==> src/rtl/pc_fetch_sequencer_if.sv <==
// Instruction-fetch request channel between the PC sequencer (master) and
// instruction memory (slave).
interface pc_fetch_sequencer_if #(
  parameter int unsigned WIDTH = 16
);
  logic             fetch_valid;
  logic             fetch_ready;
  logic [WIDTH-1:0] fetch_addr;

  modport master (output fetch_valid, output fetch_addr, input fetch_ready);
  modport slave  (input fetch_valid, input fetch_addr, output fetch_ready);
endinterface

==> src/rtl/pc_fetch_sequencer.sv <==
// Program-counter fetch sequencer: FETCH/HALT FSM around a load/increment PC.
// Optional return stack enabled by defining PC_CALL_STACK_EN.
module pc_fetch_sequencer #(
  parameter int unsigned      WIDTH        = 16,
  parameter logic [WIDTH-1:0] RESET_VECTOR = '0,
  parameter int unsigned      STACK_DEPTH  = 4
) (
  input  logic                    clk,
  input  logic                    rst_n,
  input  logic                    run,
  input  logic                    halt_req,
  input  logic                    jump_en,
  input  logic [WIDTH-1:0]        jump_addr,
  input  logic                    call_en,
  input  logic                    ret_en,
  pc_fetch_sequencer_if.master    bus,
  output logic [1:0]              state,
  output logic                    wrap,
  output logic                    stack_err
);

  typedef enum logic [1:0] {
    IDLE   = 2'b00,
    FETCH  = 2'b01,
    HALTED = 2'b10
  } state_t;

  state_t           cur_state, next_state;
  logic [WIDTH-1:0] pc, pc_next, pc_inc;
  logic [WIDTH-1:0] target, target_next, req_target, eff_target;
  logic             pending, pending_next, req_take, eff_pending;
  logic             hs, wrap_next;

  assign pc_inc          = pc + WIDTH'(1);
  assign bus.fetch_addr  = pc;
  assign bus.fetch_valid = (cur_state == FETCH);
  assign state           = cur_state;
  assign hs              = (cur_state == FETCH) && bus.fetch_ready;

`ifdef PC_CALL_STACK_EN
  localparam int unsigned SPW  = $clog2(STACK_DEPTH + 1);
  localparam int unsigned IDXW = (STACK_DEPTH > 1) ? $clog2(STACK_DEPTH) : 1;

  logic [WIDTH-1:0] stack_mem [STACK_DEPTH];
  logic [SPW-1:0]   sp;
  logic             push, pop, err_set, err_q, full, empty;

  assign full      = (sp == SPW'(STACK_DEPTH));
  assign empty     = (sp == '0);
  assign stack_err = err_q;
`else
  logic unused_cfg;
  assign unused_cfg = (^{call_en, ret_en}) ^ (STACK_DEPTH == 0);
  assign stack_err  = 1'b0;
`endif

  // Decode at most one request per edge; a rejected call/ret also drops jump_en.
  always_comb begin
    req_take   = 1'b0;
    req_target = target;
`ifdef PC_CALL_STACK_EN
    push    = 1'b0;
    pop     = 1'b0;
    err_set = 1'b0;
    if (ret_en) begin
      if (empty) begin
        err_set = 1'b1;
      end else begin
        pop        = 1'b1;
        req_take   = 1'b1;
        req_target = stack_mem[IDXW'(sp - SPW'(1))];
      end
    end else if (call_en) begin
      if (full) begin
        err_set = 1'b1;
      end else begin
        push       = 1'b1;
        req_take   = 1'b1;
        req_target = jump_addr;
      end
    end else if (jump_en) begin
      req_take   = 1'b1;
      req_target = jump_addr;
    end
`else
    if (jump_en) begin
      req_take   = 1'b1;
      req_target = jump_addr;
    end
`endif
  end

  // A request arriving on a handshake edge takes effect in that same update.
  always_comb begin
    eff_pending  = req_take | pending;
    eff_target   = req_take ? req_target : target;
    next_state   = cur_state;
    pc_next      = pc;
    pending_next = eff_pending;
    target_next  = eff_target;
    wrap_next    = 1'b0;
    unique case (cur_state)
      IDLE, HALTED: begin
        if (run) next_state = FETCH;
      end
      FETCH: begin
        if (hs) begin
          pc_next      = eff_pending ? eff_target : pc_inc;
          pending_next = 1'b0;
          wrap_next    = !eff_pending && (pc == '1);
          if (halt_req) next_state = HALTED;
        end
      end
      default: next_state = IDLE;
    endcase
  end

  always_ff @(negedge clk or negedge rst_n) begin
    if (!rst_n) begin
      cur_state <= IDLE;
      pc        <= RESET_VECTOR;
      pending   <= 1'b0;
      target    <= '0;
      wrap      <= 1'b0;
    end else begin
      cur_state <= next_state;
      pc        <= pc_next;
      pending   <= pending_next;
      target    <= target_next;
      wrap      <= wrap_next;
    end
  end

`ifdef PC_CALL_STACK_EN
  always_ff @(negedge clk or negedge rst_n) begin
    if (!rst_n) begin
      sp    <= '0;
      err_q <= 1'b0;
    end else begin
      if (push)     sp <= sp + SPW'(1);
      else if (pop) sp <= sp - SPW'(1);
      if (err_set)  err_q <= 1'b1;
    end
  end

  always_ff @(negedge clk) begin
    if (push) stack_mem[IDXW'(sp)] <= pc_inc;
  end
`endif

endmodule

==> src/flat_wrapper.sv <==
// flat-port wrapper written by rule: the top's interface ports become plain ports
module pc_fetch_sequencer_flat 
#(
  parameter int unsigned      WIDTH        = 16,
  parameter logic [WIDTH-1:0] RESET_VECTOR = '0,
  parameter int unsigned      STACK_DEPTH  = 4
)
  (clk, rst_n, run, halt_req, jump_en, jump_addr, call_en, ret_en, state, wrap, stack_err, bus_fetch_valid, bus_fetch_addr, bus_fetch_ready);
  pc_fetch_sequencer_if #(.WIDTH(WIDTH)) bus_i ();
  input  logic clk;
  input  logic rst_n;
  input  logic run;
  input  logic halt_req;
  input  logic jump_en;
  input  logic [WIDTH-1:0] jump_addr;
  input  logic call_en;
  input  logic ret_en;
  output logic [1:0] state;
  output logic wrap;
  output logic stack_err;
  output wire logic [$bits(bus_i.fetch_valid)-1:0] bus_fetch_valid;
  output wire logic [$bits(bus_i.fetch_addr)-1:0] bus_fetch_addr;
  input wire logic [$bits(bus_i.fetch_ready)-1:0] bus_fetch_ready;
  assign bus_fetch_valid = bus_i.fetch_valid;
  assign bus_fetch_addr = bus_i.fetch_addr;
  assign bus_i.fetch_ready = bus_fetch_ready;
  pc_fetch_sequencer #(.WIDTH(WIDTH), .RESET_VECTOR(RESET_VECTOR), .STACK_DEPTH(STACK_DEPTH)) u_core (.clk(clk), .rst_n(rst_n), .run(run), .halt_req(halt_req), .jump_en(jump_en), .jump_addr(jump_addr), .call_en(call_en), .ret_en(ret_en), .bus(bus_i), .state(state), .wrap(wrap), .stack_err(stack_err));
endmodule
==> config.mk <==
export PLATFORM = sky130hd
export DESIGN_NAME = pc_fetch_sequencer_flat
export DESIGN_NICKNAME = d
export VERILOG_FILES = /design/src/rtl/pc_fetch_sequencer_if.sv /design/src/rtl/pc_fetch_sequencer.sv /design/src/flat_wrapper.sv
export SDC_FILE = /design/constraint.sdc
export NUM_CORES = 1
export LEC_CHECK = 0
export BUFFER_PORTS_ARGS = -buffer_cell sky130_fd_sc_hd__buf_2
export CORE_ASPECT_RATIO = 0.6
export CORE_MARGIN = 4
export CORE_UTILIZATION = 53
export DETAILED_ROUTE_END_ITERATION = 6
export PLACE_DENSITY = 0.89
export SKIP_CTS_REPAIR_TIMING = 1
export SYNTH_ARGS = -nofsm -noshare
export SYNTH_HDL_FRONTEND = slang
export SYNTH_SLANG_ARGS = --single-unit
==> constraint.sdc <==
create_clock -name clk -period 3 [get_ports clk]
set_input_delay 0.3 -clock clk [delete_from_list [all_inputs] [get_ports clk]]
set_output_delay 0.3 -clock clk [all_outputs]
set_load 0.02 [all_outputs]
# After elaboration in Yosys (flattened, before gate mapping)
# Index checks and enable logic that the tools add are counted.
[classes]
addsub = 1
n_eq_ne = 6
n_mux = 12
bitwise_logic = 1
n_reduce_logical = 7
[op_table]
columns = ["cell", "n"]
rows = [
  ["2-to-1 mux 16 bit", 3],
  ["adder 16 x 1 -> 16 bit, second input constant", 1],
  ["== test 16 bit, second input constant", 1],
  ["2-to-1 mux 2 bit", 3],
  ["2-to-1 mux 1 bit", 5],
  ["!= test 2 bit, second input constant", 2],
  ["one-hot mux 2 bit (2 select lines)", 1],
  ["AND reduction 3 bit", 1],
  ["== test 2 x 1 -> 1 bit, second input constant", 1],
  ["== test 2 bit, second input constant", 1],
  ["logical AND 1 bit", 2],
  ["logical NOT 2 bit", 1],
  ["!= test 2 x 1 -> 1 bit, second input constant", 1],
  ["AND reduction 2 bit", 1],
  ["OR reduction 2 bit", 1],
  ["logical NOT 1 bit", 1],
  ["OR 1 bit", 1],
]
[word_totals]
register_bits = 36
in_bits = 24
out_inout_bits = 21
word_cells = 32

# Logic depth before layout (Yosys ltp)
[depth]
ltp_word = 6
depth_mapped = 7
depth_no_buf = 5

==> run_results.csv <==
group,metric,value,unit
placement,place_congestion,0.874,
worst_setup_path,worstSetupStartpoint,"u_core.state[0]$_DFFE_NN0P_",
synthesis,netlist_instances,182,
die,rows,16,
worst_setup_path,cp.arrival,2.61,ns
global_route,overflow,0,
cts,clk_path_buf_depth,2,
worst_setup_path,crit_end,"bus_fetch_valid",
cts,clkTransAtPathRegs,0.05,ns
power,p_leak,0.998,nW
global_route,grtUsageTotal,0.210,
die,core-area,0.00328,mm²
timing,setup_tns,0,ns
drt,wl_per_cell,15.7,µm
placement,port-buffer-count,41,
global_route,grt_busiest_layer,"met2",
cts,cts_tree,"done",
cts,clock_latency,0.29,ns
worst_setup_path,reg2reg_from,"u_core.bus.fetch_addr[0]$_DFFE_NN0P_",
global_route,grt_pass1_vias,1410,
placement,dp_hpwl,3170,µm
global_route,grt_use_met2,0.317,
drt,drt_iter0_drc,118,
global_route,use_met3,0.0581,
cts,cts.sinks,36,
timing,rsz0062_at_grt,"no",
cts,cts-htree-levels,2,
cells_and_area,nets,256,
worst_setup_path,critPathLaunchType,"register",
cells_and_area,area_delta_synth_final,22.4,%
global_route,grt_first_pass_wirelength,7290,µm
drt,drc,0,
worst_setup_path,timing.rr.end,"u_core.bus.fetch_addr[14]$_DFFE_NN0P_",
cells_and_area,antenna_cells,0,
timing,hold_violations,0,
synthesis,synth_area,0.00183,mm²
die,initial_utilization,0.559,
drt,drt_wl_total,4340,µm
worst_setup_path,worstSetupEndpointType,"output pin",
cts,root_buffer,"clkbuf_8",
synthesis,synth-warning-count,0,
timing,setup_viol,0,
status,outcome,"finished clean",
drt,first_pass_iters,4,
synthesis,ys_seq_area_frac,0.491,
die,die_area,0.00450,mm²
power,power,2.15,mW
worst_setup_path,critPathMaxFanout,4,
synthesis,syn_nets,207,
drt,ant_nets,0,
synthesis,yosysUniqueCellTypes,42,
power,max-vdd-ir-drop,0.000650,V
synthesis,async_reset_ff_frac,1.00,
hold_path,hold_class,"register to register",
drt,num_vias,1579,
synthesis,ys_seq_elements,36,
power,p_per_area,956,mW/mm²
cts,cts_buffers,5,
worst_setup_path,reg2reg_depth,5,
global_route,use_met1,0.303,
global_route,antenna_found_initial,0,
worst_setup_path,path_class,"register to output pin",
synthesis,dominantRegCellSynth,"dfrtn_1",
worst_setup_path,r2r_setup_slack,1.12,ns
timing,fin_skew,0.00505,ns
synthesis,synth_edf_count,0,
synthesis,synth_area_per_cell,10.1,µm²
timing,report.final.slew_viol_count,0,
worst_setup_path,required,2.70,ns
run,max_cap_viol_count,0,
die,dieWidth,84.0,µm
die,ios,45,
global_route,grt_max_degree,37,
drt,viasPerCell,5.70,
die,fp.dieH,53.6,µm
cells_and_area,drive_gt1_frac,0.358,
[kinds of logic after synthesis]
family                     share of synthesized area
and+or+nand+nor                                0.191
AOI/OAI and AO/OA                              0.147
DFF                                            0.491
muxes                                          0.109
buffers and inverters                         0.0525
adders and majority gates                    0.00682
other                                        0.00204
[cell usage in the layout (no fill, tap or decap), drive strengths merged, types with 2 or more instances in the layout]
master   count
nor3         8
inv          2
o22ai        2
nand4        4
o21a         3
nor2        19
a211oi       2
or3          2
and3b        2
o21ai       10
a31oi        2
clkbuf       7
nand2       14
dfrtn       36
nor4         4
a21oi       14
a2bb2oi      2
nand3        7
mux2i        2
mux2        16
a31o         2
and3         2
and4         2
buf         54
[synthesized netlist by cell type, drive strengths merged, types with 2 or more instances]
cell type  count  area, µm²
a211oi         2       15.0
a21oi         14       70.1
a2bb2oi        2       17.5
a31o           2       17.5
a31oi          2       12.5
and3           2       12.5
and3b          2       17.5
and4           2       17.5
buf           10       80.1
clkbuf         2       8.75
dfrtn         36        901
inv            2       7.51
mux2          16        180
mux2i          2       20.0
nand2         14       52.6
nand3          7       35.0
nand4          4       25.0
nor2          19       73.8
nor3           8       45.0
nor4           4       25.0
o21a           3       22.5
o21ai         10       50.1
o22ai          2       12.5
or3            2       12.5
[worst min-delay path by stage]
stage,from,end,slack (ns),depth (start not counted)
detailed placement,u_core.target[4]$_DFF_NN0_,u_core.target[4]$_DFF_NN0_,0.44,1
finish,u_core.target[4]$_DFF_NN0_,u_core.target[4]$_DFF_NN0_,0.44,1
global route,u_core.target[4]$_DFF_NN0_,u_core.target[4]$_DFF_NN0_,0.46,1
floorplan,u_core.target[4]$_DFF_NN0_,u_core.target[4]$_DFF_NN0_,0.43,1
global placement,u_core.target[15]$_DFF_NN0_,u_core.target[15]$_DFF_NN0_,0.44,1
CTS,u_core.target[4]$_DFF_NN0_,u_core.target[4]$_DFF_NN0_,0.44,1
[registers in the layout, indices dropped and copies added (netlist names)]
| signal | cells |
|---|---|
| u_core.pending | 1 |
| u_core.wrap | 1 |
| u_core.state | 2 |
| u_core.target | 16 |
| u_core.bus.fetch_addr | 16 |
[worst max-delay path, stage by stage, from the launching register on]
cell     delay [ns]
dfrtn_1        0.44
nor2b_2        0.19
buf_2          0.18
[cell type report]
type / count / area, µm²
clock inverters: 1 / 30.0
multi-input cells: 132 / 840
inverters: 2 / 7.51
fillers: 267 / 1040
flip-flops and latches: 36 / 901
repair buffers: 54 / 315
clock buffers: 7 / 96.3
well taps: 45 / 56.3
[power by group]
part	switching [mW]	total (mW)	internal [mW]
Sequential	0.186	0.825	0.640
Clock	0.178	0.471	0.293
Combinational	0.506	0.850	0.345
Total	0.869	2.15	1.28
[stage by stage]
step | hold WS [ns] | std cells | setup slack [ns] | util | cell area [µm²]
detailed placement | 0.442 | 268 | -0.144 | 0.643 | 2110
floorplan | 0.428 | 182 | 0.0921 | - | 1830
global placement | 0.439 | 268 | -0.0551 | 0.643 | 2110
finish | 0.443 | 277 | 0.0950 | 0.684 | 2250
global route | 0.463 | 277 | 0.0292 | 0.684 | 2250
CTS | 0.443 | 276 | -0.0101 | 0.681 | 2240
[metal layers]
metal  share of wire  wire (µm)
met1            0.48       2060
met2            0.42       1820
met3           0.094        408
met4           0.010         44
met5               0          0
Power figures use the tool's default switching activity.
